===== src/rtl/stopwatch_pkg.sv =====
// stopwatch_pkg: shared types for the stopwatch sequencer.
//   mode_t : sequencer state, also driven on the mode LEDs
//   bcd4_t : four packed BCD digits {d3,d2,d1,d0}
package stopwatch_pkg;

  localparam int MODE_W = 3;

  typedef enum logic [MODE_W-1:0] {
    IDLE   = 3'd0,
    RUN    = 3'd1,
    SPLIT  = 3'd2,
    STOP   = 3'd3,
    RECALL = 3'd4
  } mode_t;

  typedef logic [15:0] bcd4_t;

endpackage


===== src/rtl/lap_buffer.sv =====
// lap_buffer: DEPTH x 16-bit lap time store.
//   clk, rst  : clock, synchronous active-high reset (clears count only)
//   clr       : synchronous clear of the count
//   wr_en     : append wr_data at slot 'count' (ignored when full)
//   wr_data   : lap time to store
//   rd_idx    : combinational read index
//   rd_data   : entry at rd_idx
//   count     : number of stored laps (0..DEPTH)
//   full      : count == DEPTH
module lap_buffer
  import stopwatch_pkg::*;
#(
  parameter int DEPTH = 8,
  parameter int IW    = $clog2(DEPTH)
) (
  input  logic          clk,
  input  logic          rst,
  input  logic          clr,
  input  logic          wr_en,
  input  bcd4_t         wr_data,
  input  logic [IW-1:0] rd_idx,
  output bcd4_t         rd_data,
  output logic [IW:0]   count,
  output logic          full
);

  bcd4_t mem [DEPTH];

  assign full    = (count == (IW+1)'(DEPTH));
  assign rd_data = mem[rd_idx];

  // The write pointer is the count itself; it only fits IW bits while
  // not full, which is exactly when a write is allowed.
  always_ff @(posedge clk) begin
    if (wr_en && !full) begin
      mem[count[IW-1:0]] <= wr_data;
    end
  end

  always_ff @(posedge clk) begin
    if (rst || clr) begin
      count <= '0;
    end else if (wr_en && !full) begin
      count <= count + 1'b1;
    end
  end

endmodule


===== src/rtl/stopwatch_mode_ctrl.sv =====
// stopwatch_mode_ctrl: stopwatch sequencer (start/stop, split, lap recall).
//   clk, rst  : divided clock, synchronous active-high reset
//   start_go, lap_go, clr_go : single-cycle button pulses
//   time_bcd  : live counter value
//   cnt_en    : counter enable (registered)
//   cnt_clr   : one-cycle counter clear (registered)
//   disp_bcd  : value for the seven-segment display
//   lap_idx   : recalled lap index
//   lap_cnt   : laps stored, lap_full : buffer full
//   mode      : current state encoding (also the FSM debug view)
//
// Input protocol: the *_go inputs are fire-and-forget pulses with no ready;
// each is acted on in the cycle it is high. When several are high at once
// clr_go wins over start_go, which wins over lap_go; the losers are dropped.
module stopwatch_mode_ctrl
  import stopwatch_pkg::*;
#(
  parameter int DEPTH    = 8,
  parameter int HOLD_CYC = 3000,
  parameter int IW       = $clog2(DEPTH)
) (
  input  logic              clk,
  input  logic              rst,
  input  logic              start_go,
  input  logic              lap_go,
  input  logic              clr_go,
  input  bcd4_t             time_bcd,
  output logic              cnt_en,
  output logic              cnt_clr,
  output bcd4_t             disp_bcd,
  output logic [IW-1:0]     lap_idx,
  output logic [IW:0]       lap_cnt,
  output logic              lap_full,
  output logic [MODE_W-1:0] mode
);

  localparam int HW = (HOLD_CYC > 1) ? $clog2(HOLD_CYC) : 1;

  mode_t         state, state_nxt;
  logic [HW-1:0] hold_cnt, hold_nxt;
  logic [IW-1:0] idx_nxt;
  bcd4_t         frozen;
  bcd4_t         rd_data;
  logic          capture;

  lap_buffer #(.DEPTH(DEPTH), .IW(IW)) u_buf (
    .clk     (clk),
    .rst     (rst),
    .clr     (clr_go),
    .wr_en   (capture),
    .wr_data (time_bcd),
    .rd_idx  (lap_idx),
    .rd_data (rd_data),
    .count   (lap_cnt),
    .full    (lap_full)
  );

  // Next-state decode. The hold timer is zero outside SPLIT, so any entry
  // into SPLIT starts a fresh hold period.
  always_comb begin
    state_nxt = state;
    hold_nxt  = '0;
    idx_nxt   = lap_idx;
    capture   = 1'b0;
    if (clr_go) begin
      state_nxt = IDLE;
      idx_nxt   = '0;
    end else begin
      case (state)
        IDLE: begin
          if (start_go) state_nxt = RUN;
        end
        RUN: begin
          if (start_go) begin
            state_nxt = STOP;
          end else if (lap_go) begin
            state_nxt = SPLIT;
            capture   = 1'b1;
          end
        end
        SPLIT: begin
          if (start_go) begin
            state_nxt = STOP;
          end else if (lap_go) begin
            capture = 1'b1;
          end else if (hold_cnt == HW'(HOLD_CYC - 1)) begin
            state_nxt = RUN;
          end else begin
            hold_nxt = hold_cnt + 1'b1;
          end
        end
        STOP: begin
          if (start_go) begin
            state_nxt = RUN;
          end else if (lap_go && lap_cnt != '0) begin
            state_nxt = RECALL;
            idx_nxt   = '0;
          end
        end
        RECALL: begin
          if (start_go) begin
            state_nxt = STOP;
            idx_nxt   = '0;
          end else if (lap_go) begin
            // lap_cnt is non-zero here: RECALL is only entered with laps stored.
            if ({1'b0, lap_idx} == lap_cnt - 1'b1) idx_nxt = '0;
            else                                   idx_nxt = lap_idx + 1'b1;
          end
        end
        default: state_nxt = IDLE;
      endcase
    end
  end

  always_ff @(posedge clk) begin
    if (rst) begin
      state    <= IDLE;
      cnt_en   <= 1'b0;
      cnt_clr  <= 1'b0;
      lap_idx  <= '0;
      hold_cnt <= '0;
      frozen   <= '0;
    end else begin
      state    <= state_nxt;
      cnt_en   <= (state_nxt == RUN) || (state_nxt == SPLIT);
      cnt_clr  <= clr_go;
      lap_idx  <= idx_nxt;
      hold_cnt <= hold_nxt;
      // Frozen value follows every capture, even when the buffer is full.
      if (capture) frozen <= time_bcd;
    end
  end

  always_comb begin
    case (state)
      SPLIT:   disp_bcd = frozen;
      RECALL:  disp_bcd = rd_data;
      default: disp_bcd = time_bcd;
    endcase
  end

  assign mode = state;

endmodule


===== config.mk =====
export PLATFORM = sky130hd
export DESIGN_NAME = stopwatch_mode_ctrl
export DESIGN_NICKNAME = d
export VERILOG_FILES = /design/src/rtl/stopwatch_pkg.sv /design/src/rtl/lap_buffer.sv /design/src/rtl/stopwatch_mode_ctrl.sv
export SDC_FILE = /design/constraint.sdc
export NUM_CORES = 1
export LEC_CHECK = 0
export CAP_MARGIN = 10
export CORE_MARGIN = 1
export CORE_UTILIZATION = 40
export DETAILED_ROUTE_END_ITERATION = 8
export MAX_ROUTING_LAYER = met4
export PLACE_DENSITY_LB_ADDON = 0.15
export SLEW_MARGIN = 10
export SYNTH_ARGS = -nofsm -noshare
export SYNTH_HDL_FRONTEND = slang
export SYNTH_SLANG_ARGS = --single-unit

===== constraint.sdc =====
create_clock -name clk -period 5.6 [get_ports clk]
set_clock_uncertainty 0.1 [all_clocks]
set_input_delay 0.84 -clock clk [delete_from_list [all_inputs] [get_ports clk]]
set_output_delay 0.84 -clock clk [all_outputs]
set_load 0.05 [all_outputs]

# == Word-level counts from Yosys, hierarchy flattened ==
# Memories as Yosys holds them, arrays and structs flattened. A register that Yosys moved wholly into a read port is not among the register bits.
# Index checks and enable logic that the tools add are counted.
# word_totals
mem_count,1
reg_bits,40
ramBits,128
inputBits,21
# memory_table
name,depth,word_bits,read_ports,rd_clocked_by_memory_dff,wr,line,text
u_buf.mem,8,16,1,1,1,lap_buffer.sv:27,bcd4_t mem [DEPTH];
# op_classes
n_addsub,4
mux,26
bitwise,1
n_reduce_logical,12
n_eq_ne,12
# op_table
op,n
3-bit two-way mux,17
16-bit one-hot mux with 2 select lines,1
3-bit one-hot mux with 5 select lines,1
"12-bit by 1-bit adder with 12-bit output, second input constant",1
"12-bit == test, second input constant",1
"3-bit by 2-bit == test with 1-bit output, second input constant",3
"3-bit by 1-bit == test with 1-bit output, second input constant",2
1-bit two-way mux,6
3-bit one-hot mux with 2 select lines,1
6-bit OR reduction,1
"4-bit by 1-bit adder with 4-bit output, second input constant",1
3-bit by 4-bit == test with 1-bit output,1
"4-bit == test, second input constant",1
"2-bit != test, second input constant",2
4-bit AND reduction,1
4-bit nonzero test,1
2-bit OR reduction,2
"4-bit by 1-bit subtractor with 4-bit output, second input constant",1
"3-bit by 1-bit adder with 3-bit output, second input constant",1
"3-bit == test, second input constant",1
3-bit zero test,1
"3-bit != test, second input constant",1
1-bit logical AND,2
1-bit logical OR,2
3 further kinds,3

# == Longest topological paths before layout ==
# logic_depth
depth_word,8
depth_mapped,8

# == Hierarchy ==
# Synthesis repeated with hierarchy kept, for this count alone.
# unflattened
cells_unflattened,464
hier_area_um2,7168.1
# by_module_without_submodules
module,n_inst,cells_each,seq_area_each_um2,area_per_inst_um2
lap_buffer,1,223,3923.8,5178.7
stopwatch_mode_ctrl,1,241,720.7,1989.4

# == Worst setup path after synthesis ==
# Ideal clock, no wire load.
# synth_path
kind,register to register
from,register u_buf.count[0]
to,"memory u_buf.mem[0][0] (netlist name), enable pin"
path_slack_ns,1.903
arrival_ns,3.188
n_path_buf,0
stages_incl_launch_ff,7
setup_ns,0.409
required_time_ns,5.091
synth_period_minus_slack_ns,3.697
cell_sequence,dfxtp_1 -> inv_1 -> ha_1 -> nand3b_1 -> inv_1 -> or3_1 -> nor3_1
# synth_via
elab_chain_cells,5
# synth_lines
item,line,text
start: declaration,lap_buffer.sv:23,"output logic [IW:0] count,"
start signal: assignment,lap_buffer.sv:44,count <= count + 1'b1;
4-bit == test,lap_buffer.sv:29,assign full = (count == (IW+1)'(DEPTH));
named net lap_full,stopwatch_mode_ctrl.sv:33,"output logic lap_full,"
1-bit zero test,lap_buffer.sv:35,if (wr_en && !full) begin
1-bit logical AND,lap_buffer.sv:35,
1-bit two-way mux,lap_buffer.sv:35,
1-bit two-way mux (implied by the code),lap_buffer.sv:36,mem[count[IW-1:0]] <= wr_data;
end: declaration,lap_buffer.sv:27,
# The timed path passes the listed nets, and every way through them passes these cells.

==> impl_metrics.ini <==
[clocking]
cts_made_buffers = 17
insertion_delay_ps = 430
path_clk_slew_ps = 60
cts_max_level = 4
ctsHoldBuffers = 0
clock-sinks = 171
root_buffer = clkbuf_16
cts_resized = 0
cts_tree = yes
clockBufferDepth = 2
cts_setup_buffers = 0

[timing]
finalCritPeriodShare_pct = 75.35
holdWs_ps = 355.2
finalWorstPathRequiredPeriod_ps = 4219
rsz0062_at_grt = no
slew_viol_final = 0
worst_pin_slew_ps = 1027
setup-tns-final_ps = 0
fmax_ghz = 0.2370
max-slew-margin-rel_pct = 31.42
setup_violations = 0
finalHoldViolCount = 0

[synthesis]
ys_seq_elements = 171
yosysTopAreaCell = edfxtp_1
synth_fa_ha_area_share_pct = 0.8581
ys_types = 47
async_reset_ff_share_pct = 0
synth-seq-area-share_pct = 64.53
avgSynthCellArea_um2 = 12.93
synth_flop_cell = edfxtp_1
yosysTopAreaCellShare_pct = 52.72
synthXorXnorAreaFrac_pct = 1.922
syn_area_mm2 = 0.007291
synth_top_family_by_area = compound AO/OA/AOI/OAI gates
syn-instance-count = 564
synth_compound_area_share_pct = 10.37
synth.area.mux_share_pct = 9.473
synthTopCellsByArea = edfxtp_1, dfxtp_1, mux2_2
yosys_warnings = 0
syn-num-nets = 590
synth_edf_count = 128
yosys.area_share.simple_pct = 10.07

[drt]
drc = 0
wl_per_cell_um = 17.99
ant_nets = 0
viasPerCell = 5.289
initialDrtViolationCount = 262
routed_wl_um = 15380
firstDrtPassIters = 5
vias = 4522

[run_status]
status = complete, no violations

[worst_setup_path]
crit_arrival_ps = 3280
slowest_stage = dfxtp_2
critPathBufInv = 2
r2r_end = u_buf.mem[1][1]$_DFFE_PP_
cp-start-kind = flop
cp.required_ps = 4660
cpPeakStageDelay_ps = 800
worstSetupPathType = reg -> out
cp_max_fo = 40
path_cells = buf_12, mux2_2, a21boi_0, o21ai_0, nand3_1, nand2_1, clkdlybuf4s50_1
reg2reg_from = mode[0]$_SDFF_PP0_
rrSetupSlack_ps = 2740
reg2reg_depth = 5
endpoint_kind = output pin
path_delay_family = buffers and inverters

[layout]
synthToLayoutAreaGrowth_pct = 18.98
n_antenna_cell = 0
drive_above_1_share_pct = 15.50
fin_nets = 639
final_cell_area_mm2 = 0.008675

[grt]
use_met2_pct = 29.71
track_usage_pct = 18.16
met1_usage_pct = 21.97
gr-max-usage-layer = met2
overflow = 0
antenna_found_initial = 0
grt_first_pass_wirelength_um = 24180
first_global_vias = 4578
use_met3_pct = 3.741
grt_max_degree = 41

[run]
maxCapViolCount = 0

[floorplan]
io-pin-count = 50
core_area_mm2 = 0.01790
die_h_um = 137.0
rows = 49
die_x_um = 137.0
die_area_mm2 = 0.01877
initial_core_util_pct = 40.73

[hold_path]
holdPathEnd = frozen[9]$_SDFFE_PP0P_
hold_path.class = reg -> reg
min_from = frozen[9]$_SDFFE_PP0P_
hold-path-cell-count = 2

[place]
dp_hpwl_um = 9232
post_dp_cell_area_mm2 = 0.008045
portBuffers = 49
gp_congestion = 0.7856

[power]
powerDensity_mw_per_mm2 = 315.6
leakage_uw = 0.002815
ir_drop_v = 0.0002312
-- metrics by stage --
step	instances	util [%]	setup WS, ps	total power (uW)
after floorplan	564	-	1903	1462
after global placement	823	44.94	1854	1516
after detailed placement	823	44.94	1777	1518
after CTS	855	48.46	1310	2768
after global routing	855	48.46	1181	2821
final	855	48.46	1381	2737
-- logic make-up after synthesis --
family                     Yosys count
adders and majority gates            5
buffers and inverters               40
AOI/OAI and AO/OA                  120
DFF                                171
muxes                               65
xor gates and xnor gates            16
and+or+nand+nor                    147
-- area by class of cell --
type	count	area, um2
clock buffer	18	429.2
clock inverter	14	200.2
fill	1624	9228
inverter	7	26.28
multi-input combinational	353	2419
sequential	171	4706
tap	229	286.5
timing repair buffer	63	608.1
-- worst reg2reg max path: cells and delay by family (launching register included) --
| kind | cells | cell delay (ps) |
|---|---|---|
| AND/OR/NAND/NOR | 3 | 1200 |
| flip-flops | 1 | 630 |
| buffers and inverters | 1 | 310 |
| XOR/XNOR | 1 | 270 |
-- synthesized netlist by cell type, types with 2 or more instances --
cell type and count:
o21ai_0 20, a21oi_1 40, clkbuf_1 15, nor3_1 10, nand4b_1 2, a21boi_0 16, xnor2_1 9, nand4_1 6
or2_2 2, nor3b_1 2, nand2_1 60, buf_4 7, buf_6 2, xor2_1 7, or3_1 3, buf_2 9
inv_1 6, nor2_1 22, mux2i_1 33, a31oi_1 2, o21a_1 4, nor2b_1 2, o22ai_1 2, mux2_2 32
ha_1 5, edfxtp_1 128, and3_1 3, dfxtp_1 43, nand3_1 23, a22oi_1 32
-- cell usage in the layout (no fill, tap or decap), types with 2 or more instances in the layout --
cell type,count
clkinv_2,6
nor2_1,22
or2_2,2
nand3_1,23
dfxtp_1,42
nand2_1,60
o21a_1,4
clkbuf_16,17
mux2_2,32
bufinv_16,5
clkdlybuf4s50_1,49
inv_1,6
xnor2_1,9
a31oi_1,2
nand4b_1,2
xor2_1,7
ha_1,5
or3_1,3
o21ai_0,20
a21oi_1,40
mux2i_1,33
edfxtp_1,128
o22ai_1,2
nor3_2,6
nand4_1,6
and3_1,3
a21boi_0,16
nor2b_1,2
a22oi_1,32
buf_4,13
nor3_1,4
-- metal layers --
metal / up-vias / part of all wire (%)
met2: 101 / 49
met3: 14 / 3.6
met5: - / 0
met1: 2203 / 46
met4: 0 / 1.4
li1: 2204 / -
-- sequential cells by signal (all words and copies together) (netlist names), named ones only --
signal,cells
frozen,16
mode,3
cnt_clr,1
u_buf.count,4
hold_cnt,12
lap_idx,3
cnt_en,1
u_buf.mem,128
-- power by group --
part           switching [uW]  internal, uW  total (uW)
Sequential               4.14          1360        1370
Clock                     463           785        1250
Combinational            79.3          41.1         120
Total                     546          2190        2740
-- how the worst max path moves through the flow --
stage | end | slack [ps] | startpoint | depth (start not counted)
after floorplan | u_buf.mem[0][0]$_DFFE_PP_ | 1900 | u_buf.count[0]$_SDFFE_PP0P_ | 6
after global placement | disp_bcd[11] | 1850 | flop | 7
after detailed placement | disp_bcd[15] | 1780 | flop | 7
after CTS | disp_bcd[15] | 1310 | flop | 7
after global routing | disp_bcd[10] | 1180 | flop | 7
final | disp_bcd[15] | 1380 | flop | 7
(Power assumes the default switching activity.)
